File: src/rtl/proc_fetch_sequencer.sv
// Instruction-address sequencer for the multicycle processor: issues one run
// pulse per address from START_ADDR to the latched stop address, waiting on done.
module proc_fetch_sequencer #(
  parameter int ADDR_W     = 5,
  parameter int START_ADDR = 0,
  parameter int TIMEOUT    = 32,
  parameter int CNT_W      = 8
) (
  input  logic              clock,
  input  logic              reset,
  input  logic              start,
  input  logic [ADDR_W-1:0] stop_addr,
  input  logic              single_step,
  input  logic              step,
  input  logic              done,
  output logic [ADDR_W-1:0] Din,
  output logic              run,
  output logic              busy,
  output logic              finished,
  output logic              timeout_err,
  output logic [CNT_W-1:0]  instr_count
);

  typedef enum logic [2:0] {
    S_IDLE, S_ISSUE, S_WAIT, S_NEXT, S_PAUSE, S_HALT, S_ERROR
  } state_t;

  localparam logic [ADDR_W-1:0] START_A   = ADDR_W'(START_ADDR);
  localparam logic [7:0]        TIMER_MAX = 8'(TIMEOUT - 1);

  state_t            state_reg, state_next;
  logic [ADDR_W-1:0] stop_reg;
  logic [7:0]        timer_reg;

  always_comb begin
    state_next = state_reg;
    case (state_reg)
      S_IDLE, S_HALT, S_ERROR: if (start) state_next = S_ISSUE;
      S_ISSUE:                 state_next = S_WAIT;
      S_WAIT: begin
        // done takes priority over an expiring watchdog in the same cycle
        if (done)                         state_next = (Din == stop_reg) ? S_HALT : S_NEXT;
        else if (timer_reg == TIMER_MAX)  state_next = S_ERROR;
      end
      S_NEXT:  if (!done) state_next = single_step ? S_PAUSE : S_ISSUE;
      S_PAUSE: if (step)  state_next = S_ISSUE;
      default:            state_next = S_IDLE;
    endcase
  end

  // Status outputs are registered from the next state so they align with it.
  always_ff @(posedge clock or negedge reset) begin
    if (!reset) begin
      state_reg   <= S_IDLE;
      Din         <= START_A;
      stop_reg    <= '0;
      timer_reg   <= '0;
      run         <= 1'b0;
      busy        <= 1'b0;
      finished    <= 1'b0;
      timeout_err <= 1'b0;
      instr_count <= '0;
    end else begin
      state_reg   <= state_next;
      run         <= (state_next == S_ISSUE);
      busy        <= (state_next == S_ISSUE) || (state_next == S_WAIT) ||
                     (state_next == S_NEXT)  || (state_next == S_PAUSE);
      finished    <= (state_next == S_HALT);
      timeout_err <= (state_next == S_ERROR);
      case (state_reg)
        S_IDLE, S_HALT, S_ERROR: begin
          if (start) begin
            Din         <= START_A;
            stop_reg    <= stop_addr;
            instr_count <= '0;
          end
        end
        S_ISSUE: timer_reg <= '0;
        S_WAIT: begin
          timer_reg <= timer_reg + 8'd1;
          if (done && (instr_count != '1)) instr_count <= instr_count + 1'b1;
        end
        S_NEXT: if (!done) Din <= Din + 1'b1;
        default: ;
      endcase
    end
  end

endmodule

File: config.mk
export PLATFORM = sky130hd
export DESIGN_NAME = proc_fetch_sequencer
export DESIGN_NICKNAME = d
export VERILOG_FILES = /design/src/rtl/proc_fetch_sequencer.sv
export SDC_FILE = /design/constraint.sdc
export NUM_CORES = 1
export LEC_CHECK = 0
export ABC_CLOCK_PERIOD_IN_PS = 3700
export BUFFER_PORTS_ARGS = -buffer_cell sky130_fd_sc_hd__buf_2
export CAP_MARGIN = 20
export CELL_PAD_IN_SITES_DETAIL_PLACEMENT = 1
export CELL_PAD_IN_SITES_GLOBAL_PLACEMENT = 1
export CORE_MARGIN = 4
export CORE_UTILIZATION = 48
export CTS_BUF_LIST = sky130_fd_sc_hd__clkbuf_8
export DETAILED_ROUTE_END_ITERATION = 6
export PLACE_DENSITY = 0.83
export SKIP_LAST_GASP = 1
export SLEW_MARGIN = 20
export SYNTH_ARGS = -nofsm -noshare
export SYNTH_HDL_FRONTEND = slang
export SYNTH_SLANG_ARGS = --single-unit
export TNS_END_PERCENT = 10
File: constraint.sdc
create_clock -name clock -period 3.7 [get_ports clock]
set_input_delay 0.185 -clock clock [delete_from_list [all_inputs] [get_ports clock]]
set_output_delay 0.185 -clock clock [all_outputs]
set_load 0.03 [all_outputs]
# [Word-level counts from Yosys, hierarchy flattened]
# Index checks and enable logic that the tools add are counted.
[word_totals] regBits=33 inputBits=11 output_inout_bits=17 word_cells=57
[classes] muxes=15 reduce_logical=12 eq_ne=18 n_addsub=3
[ops] operator="one-hot mux 8 bit (2 select lines)" n=2
[ops] operator="2-to-1 mux 3 bit" n=7
[ops] operator="== test 3 bit, second input constant" n=6
[ops] operator="adder 8 x 1 -> 8 bit, second input constant" n=2
[ops] operator="2-to-1 mux 8 bit" n=2
[ops] operator="one-hot mux 3 bit (5 select lines)" n=1
[ops] operator="== test 3 x 2 -> 1 bit, second input constant" n=4
[ops] operator="2-to-1 mux 5 bit" n=2
[ops] operator="one-hot mux 5 bit (2 select lines)" n=1
[ops] operator="== test 8 x 5 -> 1 bit, second input constant" n=1
[ops] operator="!= test 8 bit, second input constant" n=1
[ops] operator="== test 3 x 1 -> 1 bit, second input constant" n=2
[ops] operator="!= test 2 bit, second input constant" n=3
[ops] operator="AND reduction 3 bit" n=2
[ops] operator="nonzero test 2 bit" n=3
[ops] operator="adder 5 x 1 -> 5 bit, second input constant" n=1
[ops] operator="== test 5 bit" n=1
[ops] operator="zero test 3 bit" n=1
[ops] operator="logical OR 1 bit" n=3
[ops] operator="OR reduction 3 bit" n=1
[ops] operator="AND reduction 2 bit" n=1
[ops] operator="logical AND 1 bit" n=1

# [Longest topological paths before layout]
[depth] depth_word=8 depth_mapped=6

# [Worst setup path before layout]
# No wires, ideal clock.
[synth_timing] path_kind="reg-to-reg" from="reg instr_count[0]" to="reg instr_count[7]" setup_time_ps=73 stages_incl_launch_ff=6 t_arrival_ps=1786 path_slack_ps=1841 period_less_slack_ps=1859 path_cell_list="dfrtp_1 ha_1 and3_1 a211o_1 or3_1 a21oi_2"
[synth_between] elab_chain_len=4 elab_cells_between_ends=7 classes_between="add/sub (1); eq/ne (2); mux (2); reduce/logical (2)"
[synth_lines] item="from (decl)" line_no="21" rtl="output logic [CNT_W-1:0] instr_count"
[synth_lines] item="from (signal assigned)" line_no="81" rtl="if (done && (instr_count != '1)) instr_count <= instr_count + 1'b1;"
[synth_lines] item="parallel branches: the longest is 4 deep, another holds adder 8 x 1 -> 8 bit"
# Several ways; the timed one is not identified. The select of a mux whose other input is x is not followed.
# A chain may end at the register's enable or synchronous reset.

# [Worst setup path in the final report]
[layout_timing] from="reg state_reg[0]" to="reg Din[0]"
[layout_between] elab_chain_len=4 elab_cells_between_ends=10 classes_between="eq/ne (5); mux (1); reduce/logical (4)"
[layout_lines] item="from (decl)" line_no="31" rtl="state_t state_reg, state_next;"
[layout_lines] item="from (signal assigned)" line_no="64" rtl="state_reg <= state_next;"
[layout_lines] item="== test 3 bit / zero test 3 bit (equally long branches)" line_no="70" rtl="case (state_reg)"
[layout_lines] item="OR reduction 3 bit" line_no="70"
[layout_lines] item="!= test 2 bit (no source line) / nonzero test 2 bit (equally long branches)"
[layout_lines] item="AND reduction 3 bit (no source line)"
[layout_lines] item="to (signal assigned)" line_no="83" rtl="S_NEXT: if (!done) Din <= Din + 1'b1;"
[layout_lines] item="to (decl)" line_no="16" rtl="output logic [ADDR_W-1:0] Din,"
# Several ways; a longest one is shown, not always the timed one.

==> results.sh <==
export IMPL_gr_usage_met1_pct=27.0
export IMPL_grt_max_degree=34
export IMPL_crit_path_top_delay_cell="dfrtp_1"
export IMPL_fin_crit_sh_pct=52.8
export IMPL_viasPerCell=5.70
export IMPL_rows=21
export IMPL_antenna_found_initial=0
export IMPL_hold_depth=3
export IMPL_p_clk_share_pct=17.6
export IMPL_ctsResizeCount=0
export IMPL_max_stage_delay_ps=660
export IMPL_finalCriticalPeriod_ps=1950
export IMPL_cp_num_buf_inv=0
export IMPL_drt_wirelength_per_cell_um=16.5
export IMPL_grtUsageTotal_pct=21.9
export IMPL_cts_tree="built"
export IMPL_tns_ps=0
export IMPL_netlist_area_leader_share_pct=47.5
export IMPL_worst_hold_path_type="in -> reg"
export IMPL_finalSetupViolations=0
export IMPL_power_density_mw_per_mm2=736
export IMPL_start_kind="flop"
export IMPL_worstMarginPinSlew_ps=738
export IMPL_dp_hpwl_mm=2.96
export IMPL_synth_area_top_cells="dfrtp_1, nand2_1, xnor2_1, xor2_1, nor2_1"
export IMPL_rsz0062_at_grt="false"
export IMPL_power_internal_mw=0.831
export IMPL_yosysSeqAreaShare_pct=47.5
export IMPL_gp_congestion=0.799
export IMPL_syn_nets=188
export IMPL_synth_most_common_cell="dfrtp_1"
export IMPL_cap_violations=0
export IMPL_syn_cell_area_mm2=0.00174
export IMPL_power_frac_seq_pct=40.2
export IMPL_num_vias=1437
export IMPL_startpoint="state_reg[0]$_DFF_PN0_"
export IMPL_first_iter_violations=98
export IMPL_grt_busiest_layer="met2"
export IMPL_cts_sinks=33
export IMPL_cp_end_kind="flop"
export IMPL_ir_drop_mv=0.329
export IMPL_worstHoldStart="stop_addr[3]"
export IMPL_crit_family="flip-flops"
export IMPL_core_area_mm2=0.00342
export IMPL_totalWireLength_mm=4.15
export IMPL_r2r_cells=4
export IMPL_cts_buffers=5
export IMPL_clkSlewWorstSetupHoldPaths_ps=70
export IMPL_fmax_ghz=0.512
export IMPL_diodes=0
export IMPL_num_fill_cells=405
export IMPL_overflow=0
export IMPL_drv_slew=0
export IMPL_critical_path_class="reg -> reg"
export IMPL_synth_compound_area_share_pct=14.4
export IMPL_slew_headroom_pct=50.8
export IMPL_ant_nets=0
export IMPL_gr_usage_met2_pct=36.1
export IMPL_synth_adder_area_share_pct=2.16
export IMPL_final_nets=219
export IMPL_r2r_start="state_reg[0]$_DFF_PN0_"
export IMPL_muxShareOfSynthArea_pct=1.22
export IMPL_cp_required_ps=3880
export IMPL_ys_ff_latch=33
export IMPL_switching_power_mw=0.640
export IMPL_synth_cell_types=46
export IMPL_portBuffers=27
export IMPL_synth_top_family_by_area="simple AND/OR/NAND/NOR gates"
export IMPL_die_area_mm2=0.00465
export IMPL_dr_pass1_iters=4
export IMPL_cp_arrival_ps=2130
export IMPL_dieWidth_um=68.2
export IMPL_start_util_pct=50.9
export IMPL_h_tree_depth=2
export IMPL_yosysTopAreaCell="dfrtp_1"
export IMPL_hold_viol=0
export IMPL_insertion_delay_ps=290
export IMPL_layout_drive_gt1_share_pct=21.4
export IMPL_drc=0
export IMPL_pin_count=28
export IMPL_cp_max_fo=16
export IMPL_synthCells=174
export IMPL_cts_buffer_depth=2
export IMPL_cp_num_cells=4
export IMPL_fin_worst_skew_ps=5.67
export IMPL_p_leak_nw=0.949
export IMPL_area_growth_pct=14.9
export IMPL_synthXorXnorAreaFrac_pct=6.55
export IMPL_cts_root_buffer="clkbuf_8"
export IMPL_switching_share_pct=43.5
export IMPL_whs_ps=86.0
export IMPL_ys_top_cells_by_count="dfrtp_1, nand2_1, nor2_1"
export IMPL_syn_area_per_cell_um2=10.0
export IMPL_yosysWarnings=0
export IMPL_synthSimpleGateAreaFrac_pct=26.0
export IMPL_use_met3_pct=5.91
export IMPL_worstPathCellList="xor2_1, o211a_1, nor2_1, mux2_2"
export IMPL_total_power_mw=1.47
export IMPL_status="finished, final reports clean"
export IMPL_combPwrFrac_pct=42.2
export IMPL_grt_pass1_wl_mm=7.36
export IMPL_grt_pass1_vias=1568
export IMPL_synth_flop_cell="dfrtp_1"
export IMPL_die_h_um=68.2
export IMPL_ys_async_sr_fraction_pct=100
export IMPL_synth_edf_count=0
[through the flow]
step	utilization, %	setup WS (ps)	area [um^2]	instances
final	58.5	1750	2000	252
after global routing	58.5	1580	2000	252
after CTS	58.5	1730	2000	252
after detailed placement	55.8	1740	1900	243
after global placement	55.8	1900	1900	243
after floorplan	-	1840	1740	174
[power by group through the flow]
stage / clock [mW] / combinational, mW / sequential (mW)
finish: 0.260 / 0.621 / 0.591
global route: 0.291 / 0.703 / 0.608
CTS: 0.270 / 0.630 / 0.587
detailed placement: 0 / 0.621 / 0.593
global placement: 0 / 0.593 / 0.581
floorplan: 0 / 0.458 / 0.601
[cells in the final DEF (no fill, tap or decap), types with 3 or more instances in the layout]
cell type / n
xnor2_1: 8
dfrtp_1: 33
nand2_1: 27
and3_1: 3
clkbuf_8: 5
nor2b_1: 3
ha_1: 3
o21ai_1: 6
a21oi_1: 5
buf_2: 27
nand3_1: 7
o211ai_1: 3
inv_1: 5
nor4_1: 3
nand2b_1: 4
nor2_1: 11
nand4_1: 6
xor2_1: 5
o21ai_0: 5
[logic make-up (layout without fill, tap and decap cells)]
family,count (synthesis),after routing
xor gates and xnor gates,13,13
and+or+nand+nor,79,79
muxes,2,2
buffers and inverters,7,39
adders and majority gates,3,3
AOI/OAI and AO/OA,37,37
DFF,33,33
[timing repair]
action                                  4_1_cts  5_1_grt
hold buffers                                  1        0
endpoints found under the hold margin        33        0
buffers inserted                              0        0
endpoints found under the setup margin        0        0
[tightest hold or removal path: stages]
cell and delay, ps:
buf_2 70, nand2_1 40, nand2_1 40
[metal layers]
| layer | up-vias | routed length, um |
|---|---|---|
| li1 | 692 | - |
| met5 | - | 0 |
| met2 | 30 | 1970 |
| met1 | 709 | 1950 |
| met3 | 6 | 180 |
| met4 | 0 | 60 |
[final cells by class]
| class | count | area, um^2 | area share, % |
|---|---|---|---|
| timing repair buffer | 28 | 145 | 7.26 |
| inverter | 3 | 11.3 | 0.564 |
| clock inverter | 3 | 15.0 | 0.751 |
| multi-input combinational | 134 | 875 | 43.8 |
| sequential | 33 | 826 | 41.3 |
| clock buffer | 5 | 68.8 | 3.44 |
| tap | 46 | 57.6 | 2.88 |
[path summary, 6_finish.rpt]
kind / end / slack (ps)
hold / removal: stop_reg[3]$_DFFE_PN0P_ / 90
setup / recovery: Din[0]$_DFFE_PN0P_ / 1750
setup reg to reg: Din[0]$_DFFE_PN0P_ / 1750
max in group asynchronous: stop_reg[2]$_DFFE_PN0P_ / 2730
min in group asynchronous: run$_DFF_PN0_ / 490
hold reg to reg: stop_reg[4]$_DFFE_PN0P_ / 500
Note: power is estimated with default switching activity, not from simulation.
